`src/rtl/disp_pkg.sv`:
```
// Shared definitions for the shared seven-segment display controller:
// owner state encoding, blank codes, digit packing offsets and a width helper.
package disp_pkg;

    typedef enum logic [1:0] {
        ST_IDLE = 2'd0,
        ST_OWN0 = 2'd1,
        ST_OWN1 = 2'd2
    } disp_state_t;

    localparam logic [3:0]  BLANK_DIGIT = 4'hF;
    localparam logic [15:0] BLANK_WORD  = {4{BLANK_DIGIT}};

    localparam int DIGIT_W  = 4;
    localparam int DIG1_LSB = 0;
    localparam int DIG2_LSB = 4;
    localparam int DIG3_LSB = 8;
    localparam int DIG4_LSB = 12;

    // Bits needed to hold values 0..max_val, never less than one bit.
    function automatic int cnt_width(input int max_val);
        if (max_val < 1)
            return 1;
        return $clog2(max_val + 1);
    endfunction

    function automatic logic [1:0] gnt_of(input disp_state_t s);
        case (s)
            ST_OWN0: return 2'b01;
            ST_OWN1: return 2'b10;
            default: return 2'b00;
        endcase
    endfunction

endpackage

```
`src/rtl/disp_tick_gen.sv`:
```
// Free-running prescaler producing a one-cycle tick every TICK_DIV clocks.
module disp_tick_gen
    import disp_pkg::*;
#(
    parameter int TICK_DIV = 50000
) (
    input  logic clk,
    input  logic rst_n,
    output logic tick
);

    localparam int               CNT_W = cnt_width(TICK_DIV - 1);
    localparam logic [CNT_W-1:0] LAST  = CNT_W'(TICK_DIV - 1);

    logic [CNT_W-1:0] count;

    always_ff @(posedge clk or negedge rst_n) begin
        if (!rst_n)
            count <= '0;
        else if (count == LAST)
            count <= '0;
        else
            count <= count + CNT_W'(1);
    end

    assign tick = (count == LAST);

endmodule

```
`src/rtl/disp_share_ctrl.sv`:
```
// Two-requester ownership arbiter for the 4-digit display with a minimum hold
// before requester 1 may preempt requester 0. DISP_FLASH_EN flashes requester 1.
module disp_share_ctrl
    import disp_pkg::*;
#(
    parameter int TICK_DIV    = 50000,
    parameter int MIN_HOLD    = 200,
    parameter int FLASH_TICKS = 250
) (
    input  logic        clk,
    input  logic        rst_n,
    input  logic [1:0]  req,
    input  logic [15:0] src0_dig,
    input  logic [15:0] src1_dig,
    output logic [1:0]  gnt,
    output logic        busy,
    output logic [3:0]  dig4,
    output logic [3:0]  dig3,
    output logic [3:0]  dig2,
    output logic [3:0]  dig1
);

    if (TICK_DIV < 2) begin : g_bad_tick_div
        $error("disp_share_ctrl: TICK_DIV must be at least 2");
    end
    if (FLASH_TICKS < 1) begin : g_bad_flash_ticks
        $error("disp_share_ctrl: FLASH_TICKS must be at least 1");
    end

    localparam int                HOLD_W   = cnt_width(MIN_HOLD);
    localparam logic [HOLD_W-1:0] HOLD_MAX = HOLD_W'(MIN_HOLD);

    disp_state_t       state;
    disp_state_t       state_nxt;
    logic              state_change;
    logic              tick;
    logic [HOLD_W-1:0] hold_cnt;
    logic              hold_done;
    logic              show_src1;
    logic [15:0]       dig_word;
    logic [15:0]       dig_word_nxt;

    disp_tick_gen #(
        .TICK_DIV (TICK_DIV)
    ) u_tick_gen (
        .clk   (clk),
        .rst_n (rst_n),
        .tick  (tick)
    );

    always_ff @(posedge clk or negedge rst_n) begin
        if (!rst_n)
            state <= ST_IDLE;
        else
            state <= state_nxt;
    end

    // Requester 1 wins ties; requester 0 is only displaced once its hold is done.
    always_comb begin
        state_nxt = state;
        case (state)
            ST_IDLE: begin
                if (req[1])
                    state_nxt = ST_OWN1;
                else if (req[0])
                    state_nxt = ST_OWN0;
            end
            ST_OWN0: begin
                if (!req[0])
                    state_nxt = req[1] ? ST_OWN1 : ST_IDLE;
                else if (req[1] && hold_done)
                    state_nxt = ST_OWN1;
            end
            ST_OWN1: begin
                if (!req[1])
                    state_nxt = req[0] ? ST_OWN0 : ST_IDLE;
            end
            default: state_nxt = ST_IDLE;
        endcase
    end

    always_comb begin
        gnt  = gnt_of(state);
        busy = (state != ST_IDLE);
    end

    assign state_change = (state_nxt != state);
    assign hold_done    = (hold_cnt == HOLD_MAX);

    always_ff @(posedge clk or negedge rst_n) begin
        if (!rst_n)
            hold_cnt <= '0;
        else if (state_change)
            hold_cnt <= '0;
        else if (state == ST_OWN0 && tick && !hold_done)
            hold_cnt <= hold_cnt + HOLD_W'(1);
    end

`ifdef DISP_FLASH_EN
    localparam int                 FLASH_W    = cnt_width(FLASH_TICKS - 1);
    localparam logic [FLASH_W-1:0] FLASH_LAST = FLASH_W'(FLASH_TICKS - 1);

    logic [FLASH_W-1:0] flash_cnt;
    logic [FLASH_W-1:0] flash_cnt_nxt;
    logic               flash_blank;
    logic               flash_blank_nxt;

    // Phase is computed one edge ahead so the digit register and phase move together.
    always_comb begin
        flash_cnt_nxt   = flash_cnt;
        flash_blank_nxt = flash_blank;
        if (state_change) begin
            flash_cnt_nxt   = '0;
            flash_blank_nxt = 1'b0;
        end else if (state == ST_OWN1 && tick) begin
            if (flash_cnt == FLASH_LAST) begin
                flash_cnt_nxt   = '0;
                flash_blank_nxt = !flash_blank;
            end else begin
                flash_cnt_nxt = flash_cnt + FLASH_W'(1);
            end
        end
    end

    always_ff @(posedge clk or negedge rst_n) begin
        if (!rst_n) begin
            flash_cnt   <= '0;
            flash_blank <= 1'b0;
        end else begin
            flash_cnt   <= flash_cnt_nxt;
            flash_blank <= flash_blank_nxt;
        end
    end

    assign show_src1 = !flash_blank_nxt;
`else
    assign show_src1 = 1'b1;
`endif

    always_comb begin
        dig_word_nxt = BLANK_WORD;
        case (state_nxt)
            ST_OWN0: dig_word_nxt = src0_dig;
            ST_OWN1: dig_word_nxt = show_src1 ? src1_dig : BLANK_WORD;
            default: dig_word_nxt = BLANK_WORD;
        endcase
    end

    always_ff @(posedge clk or negedge rst_n) begin
        if (!rst_n)
            dig_word <= BLANK_WORD;
        else
            dig_word <= dig_word_nxt;
    end

    assign dig4 = dig_word[DIG4_LSB +: DIGIT_W];
    assign dig3 = dig_word[DIG3_LSB +: DIGIT_W];
    assign dig2 = dig_word[DIG2_LSB +: DIGIT_W];
    assign dig1 = dig_word[DIG1_LSB +: DIGIT_W];

endmodule

```
`config.mk`:
```
export PLATFORM = sky130hd
export DESIGN_NAME = disp_share_ctrl
export DESIGN_NICKNAME = d
export VERILOG_FILES = /design/src/rtl/disp_pkg.sv /design/src/rtl/disp_tick_gen.sv /design/src/rtl/disp_share_ctrl.sv
export SDC_FILE = /design/constraint.sdc
export NUM_CORES = 1
export LEC_CHECK = 0
export CAP_MARGIN = 15
export CORE_AREA = 3 3 73 75
export DETAILED_ROUTE_END_ITERATION = 12
export DIE_AREA = 0 0 76 78
export HOLD_SLACK_MARGIN = 0.05
export PLACE_DENSITY = 0.73
export RECOVER_POWER = 25
export SLEW_MARGIN = 40
export SYNTH_ARGS = -nofsm -noshare
export SYNTH_HDL_FRONTEND = slang
export SYNTH_HIERARCHICAL = 1
export SYNTH_SLANG_ARGS = --single-unit
```
`constraint.sdc`:
```
create_clock -name clk -period 2.22 [get_ports clk]
set_input_delay 0.222 -clock clk [delete_from_list [all_inputs] [get_ports clk]]
set_output_delay 0.222 -clock clk [all_outputs]
set_load 0.1 [all_outputs]
```
### Word level (Yosys, flattened, before mapping)

Cells that the tools add are included.

| storage, ports and cells | value |
|---|---|
| flip-flop bits (word level) | 42 |
| bits of input ports | 36 |
| output and inout bits | 19 |

| cells by class | value |
|---|---|
| add/sub/neg operators | 2 |
| equal/unequal tests | 7 |
| muxes and demuxes | 13 |
| reductions and logical operators | 7 |

Operators with widths:

| cell | number |
|---|---|
| case mux 16 bit (2 select lines) | 1 |
| adder 16 x 1 -> 16 bit (second input constant) | 1 |
| == test 16 bit (second input constant) | 1 |
| two-way mux 16 bit | 1 |
| two-way mux 8 bit | 2 |
| two-way mux 2 bit | 6 |
| adder 8 x 1 -> 8 bit (second input constant) | 1 |
| == test 8 bit (second input constant) | 1 |
| case mux 2 bit (3 select lines) | 1 |
| == test 2 x 1 -> 1 bit (second input constant) | 2 |
| == test 2 bit (second input constant) | 2 |
| case mux 2 bit (2 select lines) | 1 |
| nonzero test 2 bit | 2 |
| logical AND 1 bit | 3 |
| logical NOT 2 bit | 1 |
| != test 2 bit | 1 |
| logical NOT 1 bit | 1 |
| two-way mux 1 bit | 1 |

### Logic depth before layout (Yosys ltp)

| logic depth | value |
|---|---|
| depth after elaboration | 7 |
| mapped depth | 10 |

### Hierarchy

The synthesis kept the hierarchy.

By module, submodules not included:

| module | instances | cells each | area an instance (um^2) | seq. area each (um^2) |
|---|---|---|---|---|
| disp_share_ctrl | 1 | 101 | 1,244.9 | 670.6 |
| disp_tick_gen | 1 | 67 | 762.0 | 400.4 |

### Worst setup path after synthesis

Ideal clock, no wire load.

| path | value |
|---|---|
| path kind | register to register |
| start point | register state[0] |
| end point | register hold_cnt[0] |
| library setup time | 0.077 ns |
| arrival time | 2.341 ns |
| required time | 2.143 ns |
| slack | -0.198 ns |
| cell stages (with the launch flop) | 6 |
| buffers on the path | 1 |
| cells stage by stage | dfrtp_1 > buf_2 > inv_1 > nor2_1 > a31oi_4 > nor2_1 |

| between the ends | value |
|---|---|
| longest elaborated chain between the ends | 5 |

RTL lines:

| item | line | text |
|---|---|---|
| start: declaration | disp_share_ctrl.sv:33 | `disp_state_t state;` |
| start signal: assignment | disp_share_ctrl.sv:55 | `state <= state_nxt;` |
| two-way mux 2 bit, on equally long branches | disp_share_ctrl.sv:71, disp_share_ctrl.sv:65 |  |
| two-way mux 2 bit, on equally long branches | disp_share_ctrl.sv:69, disp_share_ctrl.sv:63 |  |
| case mux 2 bit (3 select lines) | disp_share_ctrl.sv:61 | `case (state)` |
| != test 2 bit | disp_share_ctrl.sv:87 | `assign state_change = (state_nxt != state);` |
| two-way mux 8 bit / nonzero test 2 bit (equally long branches) | -- |  |
| end signal: assignment | disp_share_ctrl.sv:96 | `hold_cnt <= hold_cnt + HOLD_W'(1);` |
| end: declaration | disp_share_ctrl.sv:37 | `logic [HOLD_W-1:0] hold_cnt;` |

Several ways; a longest one is shown, not always the timed one.
A chain may end at the register's enable or synchronous reset.

### Final worst setup path

| path | value |
|---|---|
| start point | register hold_cnt[0] |
| end point | register dig_word[5] |

| between the ends | value |
|---|---|
| longest elaborated chain between the ends | 7 |

RTL lines:

| item | line | text |
|---|---|---|
| == test 8 bit * | disp_share_ctrl.sv:88 | `assign hold_done = (hold_cnt == HOLD_MAX);` |
| logical AND 1 bit * | disp_share_ctrl.sv:71 | `else if (req[1] && hold_done)` |
| two-way mux 2 bit * | disp_share_ctrl.sv:71 |  |
| two-way mux 2 bit * | disp_share_ctrl.sv:69 | `if (!req[0])` |
| case mux 2 bit (3 select lines) * | disp_share_ctrl.sv:61 |  |
| == test 2 bit / == test 2 x 1 -> 1 bit (equally long branches) | disp_share_ctrl.sv:142 | `case (state_nxt)` |
| case mux 16 bit (2 select lines) * | disp_share_ctrl.sv:142 |  |
| via dig_word_nxt[5] | disp_share_ctrl.sv:41 | `logic [15:0] dig_word_nxt;` |
| end signal: assignment | disp_share_ctrl.sv:153 | `dig_word <= dig_word_nxt;` |
| end: declaration | disp_share_ctrl.sv:40 | `logic [15:0] dig_word;` |

Mark *: on every way through the listed nets, which the timed path passes. The rest lies on a longest branch.

==> flow_summary.ini <==
[timing]
setup_viol = 0
maxSlewViolCount = 0
setup_tns_ps = 0
hold_violations = 0
fin_skew_ps = 6.18
fin_crit_ps = 2080
holdWs_ps = 480
rsz0062_at_grt = false
max_freq_ghz = 0.480
period_share_pct = 93.8
worst_slew_pin_slew_ps = 1000
relSlewSlack_pct = 33.3

[floorplan]
die_x_um = 76
start_util_pct = 42.5
core-area_sq_um = 4720
num_rows = 25
dieArea_sq_um = 5930
io_pins = 55
die_y_um = 78

[routing]
drt-initial-drc-count = 56
wl_per_cell_um = 13.8
vias = 1469
routed_via_density = 5.03
drt_wl_total_um = 4030
drtPass1Iterations = 4
ant_nets = 0
drcViolationCount = 0

[pwr]
powerDensity_nw_per_um2 = 769
power_w = 0.00205
p_leak_nw = 1.13
ir_drop_mv = 0.436

[clocking]
cts.sinks = 42
clock_latency_ps = 290
cts-buffers-inserted = 5
clockBufferDepth = 2
htreeDepth = 2
cts_tree = done
cts.clk_slew.worst_paths_ps = 80
cts-root-buf = clkbuf_8

[status]
outcome = finished clean

[cells_and_area]
multiInputGateArea_sq_um = 877
drive_above_1_share_pct = 27.1
n_fill_cell = 407
final_common_cell = clkdlybuf4s50_1
area_delta_synth_final_pct = 32.7
mostFrequentLayoutCells = 34 x clkdlybuf4s50_1, 26 x dfrtp_1, 22 x buf_4, 17 x a221o_1
n_antenna_cell = 0
seq_area_sq_um = 1070
nets = 265

[setup_path]
r2r_slack_ps = 140
critPathArrivalTime_ps = 2300
r2r_end = dig_word[5]$_DFF_PN1_
required_ps = 2440
cp_max_fo = 16
start_kind = flop
worstSetupEndpointType = flop
reg2reg_depth = 8
worst-setup-path-type = flop to flop
r2r_start = hold_cnt[0]$_DFFE_PN0P_

[min_path]
whs_path_depth = 1
min_to = u_tick_gen/count[0]$_DFF_PN0_
hp-start = u_tick_gen/count[0]$_DFF_PN0_
holdCritPathClass = flop to flop

[grt]
grt_pass1_vias = 1499
grt_pass1_wl_um = 6780
antenna_found_initial = 0
grt_max_degree = 43
top_usage_layer = met2
grtUsageTotal_pct = 14.4
grt_use_met2_pct = 24.9
grtUsageMet1_pct = 16.3
grt-ovfl-total = 0
use_met3_pct = 4.41

[synth]
yosys_warnings = 6
ys_types = 45
synth_area_sq_um = 2010
ys.flop_type = dfrtp_1
yosysSeqAreaShare_pct = 53.4
yosys.area.top_type = dfrtp_1
synth_area_per_cell_sq_um = 11.9
ys_ff_latch = 42
synth_top_area_share_pct = 32.4
synthTopCellsByArea = dfrtp_1 32%, dfstp_2 21%, a221o_1 8.5%
syn_inst = 168
synth_edf_count = 0
async_flop_share_pct = 100
syn_nets = 209

[place]
finalWeightedCongestion = 0.794
dpl.hpwl_um = 2940
numPortBuffers = 54

[run]
drv_cap = 0
## worst max-delay path, stage by stage, from the launching register on
cell     delay [ps]
dfrtp_1         340
inv_1            40
ha_1            180
and4b_4         220
nand2_1          80
nand2_1          80
a221o_1         360
ha_2            400
a221o_1         300
## metal layers
layer,vias up,wire length [um]
li1,722,-
met1,696,1720
met2,43,1960
met3,8,258
met4,0,91
met5,-,0
## Yosys cell counts (all sizes together), types with 2 or more instances
| master | count |
|---|---|
| and4 | 6 |
| a221o | 17 |
| nand4 | 5 |
| xnor2 | 6 |
| buf | 4 |
| a21oi | 4 |
| and3 | 2 |
| mux2i | 2 |
| dfstp | 16 |
| xor2 | 12 |
| and4b | 2 |
| nor2 | 17 |
| inv | 5 |
| ha | 5 |
| dfrtp | 26 |
| and2 | 3 |
| nand3 | 6 |
| nand2 | 7 |
| clkbuf | 5 |
| nor2b | 2 |
## cells by family after synthesis
family | after synthesis | share of synthesized area (%)
simple gates | 59 | 18.5
flops | 42 | 53.4
compound gates | 28 | 12.8
xor+xnor | 18 | 7.86
buf+inv | 14 | 3.30
fa+ha+maj | 5 | 3.12
mux | 2 | 0.998
## how the worst max path moves through the flow
stage | startpoint | to | cells past startpoint
after global placement | hold_cnt[0]$_DFFE_PN0P_ | dig_word[14]$_DFF_PN1_ | 8
after global routing | hold_cnt[0]$_DFFE_PN0P_ | dig_word[0]$_DFF_PN1_ | 8
final | hold_cnt[0]$_DFFE_PN0P_ | dig_word[5]$_DFF_PN1_ | 8
after detailed placement | hold_cnt[0]$_DFFE_PN0P_ | dig_word[0]$_DFF_PN1_ | 8
after CTS | hold_cnt[0]$_DFFE_PN0P_ | dig_word[0]$_DFF_PN1_ | 8
after floorplan | hold_cnt[0]$_DFFE_PN0P_ | dig_word[0]$_DFF_PN1_ | 10
## area by class of cell
cell class	count	area share [%]
clock buffers	7	3.24
clock inverters	1	0.188
inverters	5	0.705
multi-input cells	112	32.9
flip-flops and latches	42	40.2
well taps	67	3.15
repair buffers	58	19.5
## power breakdown
group	internal, W	leakage [nW]	total (W)	switching, W
Sequential	0.000849	0.514	0.000872	0.0000229
Clock	0.000251	0.0482	0.000498	0.000247
Combinational	0.000174	0.572	0.000676	0.000502
Total	0.00127	1.13	0.00205	0.000772
## flip-flops by register name, summed over array words and instances, names as in the netlist
name              count
hold_cnt              8
dig_word             16
u_tick_gen/count     16
state                 2
## per-stage QoR
stage / setup slack, ps / utilization (%) / cells / area, sq um
after CTS: 23.4 / 56.4 / 292 / 2660
final: 137 / 56.4 / 292 / 2660
after floorplan: 15.5 / - / 168 / 2010
after global routing: 38.0 / 56.4 / 292 / 2660
after global placement: 78.0 / 54.1 / 283 / 2560
after detailed placement: 8.34 / 54.2 / 283 / 2560
## timing repair
| item | in CTS | in global routing |
|---|---|---|
| buffers inserted | 0 | 0 |
| setup endpoints to repair | 3 | 16 |
| hold buffers | 1 | 0 |
| gates resized for setup | 1 | 1 |
| pin swaps | 0 | 0 |
| hold endpoints to repair | 26 | 0 |
Note: power is estimated with default switching activity, not from simulation.
